`config.mk`:
```
export PLATFORM = sky130hd
export DESIGN_NAME = decode_pipe
export DESIGN_NICKNAME = d
export VERILOG_FILES = /design/src/rtl/decode_pipe.sv
export SDC_FILE = /design/constraint.sdc
export NUM_CORES = 1
export LEC_CHECK = 0
export BUFFER_PORTS_ARGS = -buffer_cell sky130_fd_sc_hd__buf_2
export CORE_MARGIN = 1
export CORE_UTILIZATION = 55
export CTS_BUF_LIST = sky130_fd_sc_hd__clkbuf_16
export DETAILED_ROUTE_END_ITERATION = 8
export GPL_ROUTABILITY_DRIVEN = 0
export PLACE_DENSITY_LB_ADDON = 0.3
export SYNTH_ARGS = -nofsm -noshare
export SYNTH_HDL_FRONTEND = slang
export SYNTH_SLANG_ARGS = --single-unit
export TNS_END_PERCENT = 5
```
`constraint.sdc`:
```
create_clock -name clk -period 2.5 [get_ports clk]
set_clock_uncertainty 0.2 [all_clocks]
set_input_delay 0.25 -clock clk [delete_from_list [all_inputs] [get_ports clk]]
set_output_delay 0.25 -clock clk [all_outputs]
set_load 0.005 [all_outputs]
```
`src/rtl/decode_pipe.sv`:
```
// decode_pipe: RV32I decode stage, registered, with a 2-entry skid buffer and flush.
// Optional illegal-instruction flag (illegal_o): define DECODE_ILLEGAL_CHECK_EN.
module decode_pipe #(
   parameter int DWIDTH = 32,
   parameter int AWIDTH = 32
) (
   input  logic              clk,
   input  logic              rst,
   input  logic              valid_i,
   output logic              ready_o,
   input  logic [31:0]       insn_i,
   input  logic [AWIDTH-1:0] pc_i,
   input  logic              flush_i,
   output logic              valid_o,
   input  logic              ready_i,
   output logic [AWIDTH-1:0] pc_o,
   output logic [31:0]       insn_o,
   output logic [6:0]        opcode_o,
   output logic [4:0]        rd_o,
   output logic [4:0]        rs1_o,
   output logic [4:0]        rs2_o,
   output logic [2:0]        funct3_o,
   output logic [6:0]        funct7_o,
   output logic [4:0]        shamt_o,
   output logic [DWIDTH-1:0] imm_o
`ifdef DECODE_ILLEGAL_CHECK_EN
   ,
   output logic              illegal_o
`endif
);

   typedef struct packed {
      logic [AWIDTH-1:0] pc;
      logic [31:0]       insn;
      logic [6:0]        opcode;
      logic [4:0]        rd;
      logic [4:0]        rs1;
      logic [4:0]        rs2;
      logic [2:0]        funct3;
      logic [6:0]        funct7;
      logic [4:0]        shamt;
      logic [DWIDTH-1:0] imm;
`ifdef DECODE_ILLEGAL_CHECK_EN
      logic              illegal;
`endif
   } dec_t;

   logic [6:0] op;
   logic [2:0] f3;
   logic [6:0] f7;
   logic is_r, is_ialu, is_load, is_jalr, is_s, is_b;
   logic is_lui, is_auipc, is_jal, is_sys, is_fence;
   logic is_shift;
   logic [31:0] imm32;
   dec_t dec;
   dec_t main_q;
   dec_t skid_q;
   logic main_v;
   logic skid_v;
   logic live_q;
   logic in_xfer;

   assign op = insn_i[6:0];
   assign f3 = insn_i[14:12];
   assign f7 = insn_i[31:25];

   assign is_r     = op == 7'b0110011;
   assign is_ialu  = op == 7'b0010011;
   assign is_load  = op == 7'b0000011;
   assign is_jalr  = op == 7'b1100111;
   assign is_s     = op == 7'b0100011;
   assign is_b     = op == 7'b1100011;
   assign is_lui   = op == 7'b0110111;
   assign is_auipc = op == 7'b0010111;
   assign is_jal   = op == 7'b1101111;
   assign is_sys   = op == 7'b1110011;
   assign is_fence = op == 7'b0001111;

   assign is_shift = is_ialu & (f3 == 3'b001 | f3 == 3'b101);

   always_comb begin
      imm32 = '0;
      unique case (1'b1)
         is_ialu, is_load, is_jalr, is_sys:
            imm32 = {{20{insn_i[31]}}, insn_i[31:20]};
         is_s:
            imm32 = {{20{insn_i[31]}}, insn_i[31:25], insn_i[11:7]};
         is_b:
            imm32 = {{19{insn_i[31]}}, insn_i[31], insn_i[7],
                     insn_i[30:25], insn_i[11:8], 1'b0};
         is_lui, is_auipc:
            imm32 = {insn_i[31:12], 12'b0};
         is_jal:
            imm32 = {{11{insn_i[31]}}, insn_i[31], insn_i[19:12],
                     insn_i[20], insn_i[30:21], 1'b0};
         default:
            imm32 = '0;
      endcase
   end

`ifdef DECODE_ILLEGAL_CHECK_EN
   logic known;
   logic r_bad;
   logic sh_bad;

   assign known = is_r | is_ialu | is_load | is_jalr | is_s | is_b |
                  is_lui | is_auipc | is_jal | is_sys | is_fence;

   assign r_bad = is_r &
                  ((f7 != 7'h00 & f7 != 7'h20) |
                   (f7 == 7'h20 & f3 != 3'b000 & f3 != 3'b101));

   // slli only allows funct7=0; srli/srai allow 0 or 0x20
   assign sh_bad = is_shift &
                   ((f3 == 3'b001) ? (f7 != 7'h00)
                                   : (f7 != 7'h00 & f7 != 7'h20));
`endif

   always_comb begin
      dec        = '0;
      dec.pc     = pc_i;
      dec.insn   = insn_i;
      dec.opcode = op;
      dec.funct3 = f3;
      dec.rd     = (is_s | is_b) ? 5'd0 : insn_i[11:7];
      dec.rs1    = (is_lui | is_auipc | is_jal) ? 5'd0 : insn_i[19:15];
      dec.rs2    = (is_r | is_s | is_b) ? insn_i[24:20] : 5'd0;
      dec.funct7 = (is_r | is_shift) ? f7 : 7'd0;
      dec.shamt  = is_shift ? insn_i[24:20] : 5'd0;
      dec.imm    = DWIDTH'($signed(imm32));
`ifdef DECODE_ILLEGAL_CHECK_EN
      dec.illegal = !known | (insn_i[1:0] != 2'b11) | r_bad | sh_bad;
`endif
   end

   assign ready_o = live_q & !skid_v;
   assign in_xfer = valid_i & ready_o;

   always_ff @(posedge clk or negedge rst) begin
      if (!rst) begin
         live_q <= 1'b0;
         main_v <= 1'b0;
         skid_v <= 1'b0;
         main_q <= '0;
         skid_q <= '0;
      end else begin
         live_q <= 1'b1;
         if (flush_i) begin
            main_v <= 1'b0;
            skid_v <= 1'b0;
         end else if (!main_v || (ready_i && !skid_v)) begin
            main_v <= in_xfer;
            if (in_xfer) main_q <= dec;
         end else if (ready_i) begin
            // skid full blocks ready_o, so no input competes here
            main_q <= skid_q;
            skid_v <= 1'b0;
         end else if (in_xfer) begin
            skid_q <= dec;
            skid_v <= 1'b1;
         end
      end
   end

   assign valid_o  = main_v;
   assign pc_o     = main_q.pc;
   assign insn_o   = main_q.insn;
   assign opcode_o = main_q.opcode;
   assign rd_o     = main_q.rd;
   assign rs1_o    = main_q.rs1;
   assign rs2_o    = main_q.rs2;
   assign funct3_o = main_q.funct3;
   assign funct7_o = main_q.funct7;
   assign shamt_o  = main_q.shamt;
   assign imm_o    = main_q.imm;
`ifdef DECODE_ILLEGAL_CHECK_EN
   assign illegal_o = main_q.illegal;
`endif

endmodule

```
==> results.py, run 1 <==
metrics = {
    "run_status": {
        "outcome": "finished clean",
    },
    "global_routing": {
        "grt_max_degree": 113,
        "grt_pass1_vias": 9495,
        "track_usage_pct": 30.1,
        "grt_pass1_wl_um": 48200,
        "gr-total-overflow": 0,
        "antenna_found_initial": 0,
    },
    "yosys": {
        "synthCells": 1234,
        "async_reset_ff_share_pct": 100,
        "syn_area_mm2": 0.0108,
        "avgSynthCellArea_um2": 8.72,
        "yosysUniqueCellTypes": 46,
        "syn-num-nets": 1303,
        "synth_flop_cell": "dfrtp_1",
        "ys_warn_count": 0,
        "ys_ff_latch": 249,
        "synth_seq_area_share_pct": 57.9,
        "synth_edf_count": 0,
    },
    "layout": {
        "nets": 1532,
        "area_growth_pct": 25.2,
        "multi_input_area_mm2": 0.00408,
        "fin_util_pct": 71.0,
        "fill_cells": 1467,
        "layout-drive-gt1-share_pct": 18.7,
        "regArea_mm2": 0.00623,
    },
    "setup_path": {
        "end_kind": "flop",
        "rr_endpoint": "pc_o[15]",
        "reg2reg_from": "skid_v",
        "crit_type": "reg2reg",
        "regToRegSetupSlack_ps": 220,
        "cp_max_fo": 112,
        "cp-start-kind": "flop",
        "cp-startpoint": "skid_v",
        "reg2reg_depth": 5,
        "worst_ep_arrival_time_ps": 2510,
        "cp.required_ps": 2720,
    },
    "timing": {
        "setup_tns_ps": 0,
        "min_period_over_period_pct": 91.4,
        "final-hold-violation-count": 0,
        "fin_crit_ps": 2280,
        "rsz0062_at_grt": "no",
        "slew_viol_final": 0,
        "tightestPinTransition_ps": 632,
        "finalSetupViolCount": 0,
        "max_freq_ghz": 0.438,
        "maxSlewHeadroom_pct": 57.9,
    },
    "pwr": {
        "intPower_uw": 7490,
        "power_frac_clock_pct": 34.6,
        "power.leakage_uw": 0.00657,
        "vdd_drop_max_mv": 0.587,
        "switching_share_pct": 27.3,
        "p_sw_uw": 2810,
        "powerDensity_mw_per_mm2": 765,
        "comb_power_share_pct": 16.3,
        "seq_power_share_pct": 49.1,
    },
    "floorplan": {
        "die_h_um": 142,
        "initial_utilization_pct": 56.7,
        "die_w_um": 142,
        "core_mm2": 0.0190,
        "ios": 204,
        "dieArea_mm2": 0.0201,
        "row_count": 50,
    },
    "clock_network": {
        "clockBufferDepth": 3,
        "postCtsResizedCells": 0,
        "cts_tree": "built",
        "path_clk_slew_ps": 60,
        "cts_buffers": 26,
        "clock-sinks": 249,
        "cts_root_buf": "clkbuf_16",
        "htreeDepth": 1,
        "clk_latency_ps": 520,
    },
    "routing": {
        "routed_wl_um": 29900,
        "wire_per_inst_um": 17.2,
        "drt-initial-drc-count": 885,
        "drtPass1Iterations": 5,
        "vias": 9814,
        "final_antenna_net_count": 0,
        "drt-vias-per-instance": 5.63,
        "remaining_drc_errors": 0,
    },
    "run": {
        "maxCapViolations": 0,
    },
    "place": {
        "detailed_place_hpwl_um": 18600,
        "io_buffers": 203,
    },
    "worst_hold_path": {
        "hp-class": "in2async",
    },
}
## worst max-delay path, stage by stage (launching register included)
cell and delay [ps]:
dfrtp_1 460, nand3b_1 280, a211oi_4 410, buf_12 410, nor2_1 140, a31oi_1 230
## state kept, by name, indices dropped and copies added (netlist names)
register and count:
valid_o 1, funct7_o 7, pc_o 32, insn_o 32
rs2_o 5, skid_v 1, rs1_o 5, skid_q 123
rd_o 5, imm_o 32, shamt_o 5, live_q 1
## per-layer routing
layer / vias up / track usage [%] / share of wire, %
li1: 4564 / - / -
met1: 4745 / 41.1 / 42
met2: 424 / 48.3 / 47
met3: 81 / 5.60 / 7.2
met4: 0 / 11.1 / 3.5
met5: - / 0 / 0
## power by group through the flow
stage | Clock [uW] | Sequential, uW | Combinational (uW)
floorplan | 0 | 5090 | 793
global placement | 0 | 5100 | 1530
detailed placement | 0 | 5110 | 1590
CTS | 3620 | 5050 | 1670
global route | 3770 | 5130 | 1890
finish | 3560 | 5060 | 1680
## worst max-delay path by stage
stage                end  slack (ps)  cells past startpoint
2_1_floorplan  imm_o[21]         630                      6
3_3_place_gp    rs1_o[1]         380                      5
3_5_place_dp    rs1_o[0]         240                      5
4_1_cts         rs1_o[0]         250                      5
5_1_grt         rs1_o[1]          50                      5
6_report        pc_o[15]         220                      5
## cells in the mapped netlist (2+ instances only)
master / n / share of area, %
o41ai_1: 2 / 0.16
buf_1: 16 / 0.56
a211oi_1: 24 / 1.7
nand4_1: 2 / 0.12
nor3_1: 25 / 1.2
clkbuf_1: 44 / 1.5
dfrtp_1: 249 / 58
a22o_1: 11 / 0.90
a221oi_1: 2 / 0.16
o21a_1: 2 / 0.14
o31ai_1: 5 / 0.35
nand2_1: 414 / 14
buf_4: 14 / 0.98
o22ai_1: 5 / 0.29
a22oi_1: 4 / 0.28
inv_1: 3 / 0.10
nor2_1: 136 / 4.7
nor2b_1: 4 / 0.23
and4_1: 3 / 0.24
buf_2: 27 / 1.3
o21ai_0: 53 / 2.5
a21oi_1: 70 / 3.3
nand3_1: 28 / 1.3
and2_1: 4 / 0.23
a31oi_1: 66 / 3.8
## stage by stage
stage	setup WS, ps	instance area (um2)	cells	hold slack, ps	total power (uW)
final	215	13500	1742	25.2	10300
after global routing	54.7	13500	1741	51.3	10800
after CTS	250	13500	1741	29.9	10300
after detailed placement	239	12000	1627	-8.57	6700
after global placement	379	12000	1627	-10.8	6620
after floorplan	632	10800	1234	-246	5880
## repair_timing
action | 4_1_cts | 5_1_grt
setup endpoints to repair | 0 | 0
setup buffers | 0 | 0
hold buffers | 68 | 0
hold endpoints to repair | 479 | 0
## layout make-up
cell class | count | area share, %
Clock inverter | 19 | 0.771
Multi-Input combinational cell | 881 | 30.3
Tap cell | 260 | 2.42
Clock buffer | 27 | 5.02
Timing Repair Buffer | 302 | 15.1
Sequential cell | 249 | 46.3
Antenna cell | 1 | 0.0186
Inverter | 3 | 0.0836
## placed cells by master (no fill, tap or decap), types with 4 or more instances in the layout
master	n
nand2_1	413
dfrtp_1	249
buf_2	202
nor2_1	136
a21oi_1	70
dlygate4sd3_1	68
a31oi_1	66
o21ai_0	52
nand3_1	28
clkbuf_16	27
nor3_1	25
a211oi_1	24
buf_4	23
a22o_1	11
inv_1	10
buf_12	8
clkinv_1	6
o22ai_1	5
o31ai_1	5
clkinv_2	5
nor2b_1	4
and2_1	4
a22oi_1	4
## cell families after synthesis
family                 count (synthesis)  synth area share, %
multiplexers                           1                0.105
XOR/XNOR                               1               0.0814
AND/OR/NAND/NOR                      628                 23.4
buffers and inverters                104                 4.43
AO/OA/AOI/OAI                        250                 14.0
other                                  1               0.0349
flip-flops                           249                 57.9
Power figures use the tool's default switching activity.
==> run 2, diff against run 1 <==
- CAP_MARGIN: default -> 20
- CELL_PAD_IN_SITES_DETAIL_PLACEMENT: default -> 0
- CELL_PAD_IN_SITES_GLOBAL_PLACEMENT: default -> 1
- CORE_UTILIZATION: 55 -> 41
==> run 2 against run 1 <==
Effect of this change:
- sequential share of layout area shrank 0.53 points
- critical path depth is the same
- sequential power is essentially flat
- via count shrank 3.6%
- wire length grew 4.2%
- register-to-register slack gained 60 ps
- clock power grew 3%
- setup slack gained 63 ps
- total power grew 0.67%
- count of clock-buffer cells in the layout grew 2
- hold slack gained 31 ps
- critical path type unchanged
==> results.py, run 2 (synthesis results as in run 1) <==
metrics = {
    "setup_path": {
        "cp_max_fo": 8,
        "rr_endpoint": "imm_o[13]",
        "reg2reg_depth": 5,
        "worst_ep_arrival_time_ps": 2410,
        "cp-start-kind": "flop",
        "reg2reg_from": "skid_v",
        "end_kind": "flop",
        "path_cells": "nand3b_1, a211oi_4, nand2_1, nor2_2, a211oi_1",
        "regToRegSetupSlack_ps": 280,
        "cp.required_ps": 2690,
        "slowest_stage": "dfrtp_1",
        "crit_path_end": "imm_o[13]",
        "slowest_delay_ps": 450,
        "cp-startpoint": "skid_v",
        "crit_type": "reg2reg",
    },
    "clock_network": {
        "htreeDepth": 1,
        "clk_latency_ps": 540,
        "cts_buffers": 28,
        "clock-sinks": 249,
        "cts_root_buf": "clkbuf_16",
        "cts_tree": "built",
        "path_clk_slew_ps": 60,
        "post_cts_buffers": 0,
        "clockBufferDepth": 3,
    },
    "routing": {
        "final_antenna_net_count": 0,
        "drt-initial-drc-count": 670,
        "routed_wl_um": 31200,
        "vias": 9457,
        "remaining_drc_errors": 0,
        "drt-vias-per-instance": 5.21,
        "wire_per_inst_um": 17.2,
        "drtPass1Iterations": 5,
    },
    "global_routing": {
        "track_usage_pct": 23.6,
        "gr-total-overflow": 0,
        "grt_pass1_wl_um": 49900,
        "grt_pass1_vias": 9328,
        "antenna_found_initial": 0,
        "grt_max_degree": 82,
    },
    "layout": {
        "largest_reg_flops": 123,
        "nets": 1539,
        "layout_common_cells": "nand2_1 (413), dfrtp_1 (249), buf_2 (202)",
        "insertedDiodeCount": 0,
        "regArea_mm2": 0.00623,
        "final_common_cell": "nand2_1",
        "finalNonFillerCells": 1816,
        "regMostFlops": "skid_q",
        "fill_cells": 2420,
        "area_growth_pct": 26.6,
        "multi_input_area_mm2": 0.00408,
        "layout-drive-gt1-share_pct": 19.1,
    },
    "timing": {
        "rsz0062_at_grt": "no",
        "fin_crit_ps": 2220,
        "slew_viol_final": 0,
        "tightestPinTransition_ps": 586,
        "finalSetupViolCount": 0,
        "max_freq_ghz": 0.450,
        "maxSlewHeadroom_pct": 60.8,
        "final-hold-violation-count": 0,
        "setup_tns_ps": 0,
        "setup_slack_ps": 279,
        "min_period_over_period_pct": 88.9,
        "worst_hold_slack_ps": 56.6,
    },
    "pwr": {
        "power_frac_clock_pct": 35.4,
        "finalPower_uw": 10400,
        "switching_share_pct": 27.4,
        "seq_power_share_pct": 48.8,
        "comb_power_share_pct": 15.9,
        "power.leakage_uw": 0.00659,
        "intPower_uw": 7530,
        "vdd_drop_max_mv": 0.575,
        "p_sw_uw": 2840,
        "powerDensity_mw_per_mm2": 761,
    },
    "place": {
        "placed_cells_incl_taps": 1702,
        "io_buffers": 203,
        "detailed_place_hpwl_um": 19700,
        "place_ws_ps": 277,
    },
    "floorplan": {
        "dieArea_mm2": 0.0269,
        "core_mm2": 0.0255,
        "row_count": 58,
        "die_h_um": 164,
        "initial_utilization_pct": 42.2,
        "die_w_um": 164,
        "ios": 204,
    },
    "run": {
        "maxCapViolations": 0,
    },
    "worst_hold_path": {
        "hp-class": "in2async",
    },
    "run_status": {
        "outcome": "finished clean",
    },
}
run 2: cell count changes in the layout (fill, tap and decap cells not counted), sizes merged:
cell and delta:
clkbuf +2, inv -3, diode -1, buf +5
bufinv -1, clkinv +1, clkinvlp +1
run 2: per-stage QoR:
stage | area [um2] | utilization, %
global placement | 12100 | 47.7
finish | 13600 | 53.5
floorplan | 10800 | -
detailed placement | 12100 | 47.7
global route | 13600 | 53.5
CTS | 13600 | 53.5
run 2: worst min path at each step:
| stage | start | endpoint | slack, ps |
|---|---|---|---|
| after floorplan | rst | funct7_o[0] | -250 |
| after global placement | rst | pc_o[31] | 50 |
| after detailed placement | rst | pc_o[31] | 40 |
| after CTS | rst | skid_q[60] | 70 |
| after global routing | rst | insn_o[11] | 100 |
| final | rst | insn_o[11] | 60 |
run 2: per-layer routing:
metal  share of wire, %  GRT usage, %
met3                6.1          5.35
met4                2.6          6.69
met2                 47          39.0
met5                  0             0
met1                 44          31.0
run 2: repair_timing:
item	CTS	global route
hold endpoints to repair	484	0
hold buffers	68	0
gates resized for setup	0	0
setup endpoints to repair	0	0
run 2: final cells by class:
class / instances / share of cell area [%]
Clock buffer: 29 / 5.33
Clock inverter: 17 / 0.542
Inverter: 3 / 0.0827
Multi-Input combinational cell: 881 / 29.9
Sequential cell: 249 / 45.7
Tap cell: 330 / 3.03
Timing Repair Buffer: 307 / 15.3
run 2: worst max-delay path: cells and delay by family, from the launching register on:
kind | cells | cell delay [ps]
simple gates | 3 | 850
compound gates | 2 | 560
flops | 1 | 450
run 2: power groups by stage:
stage	clock [uW]	combinational, uW	sequential (uW)
final	3670	1640	5060
after global routing	3910	1890	5130
after CTS	3760	1670	5060
after detailed placement	0	1580	5130
after global placement	0	1550	5110
after floorplan	0	793	5090
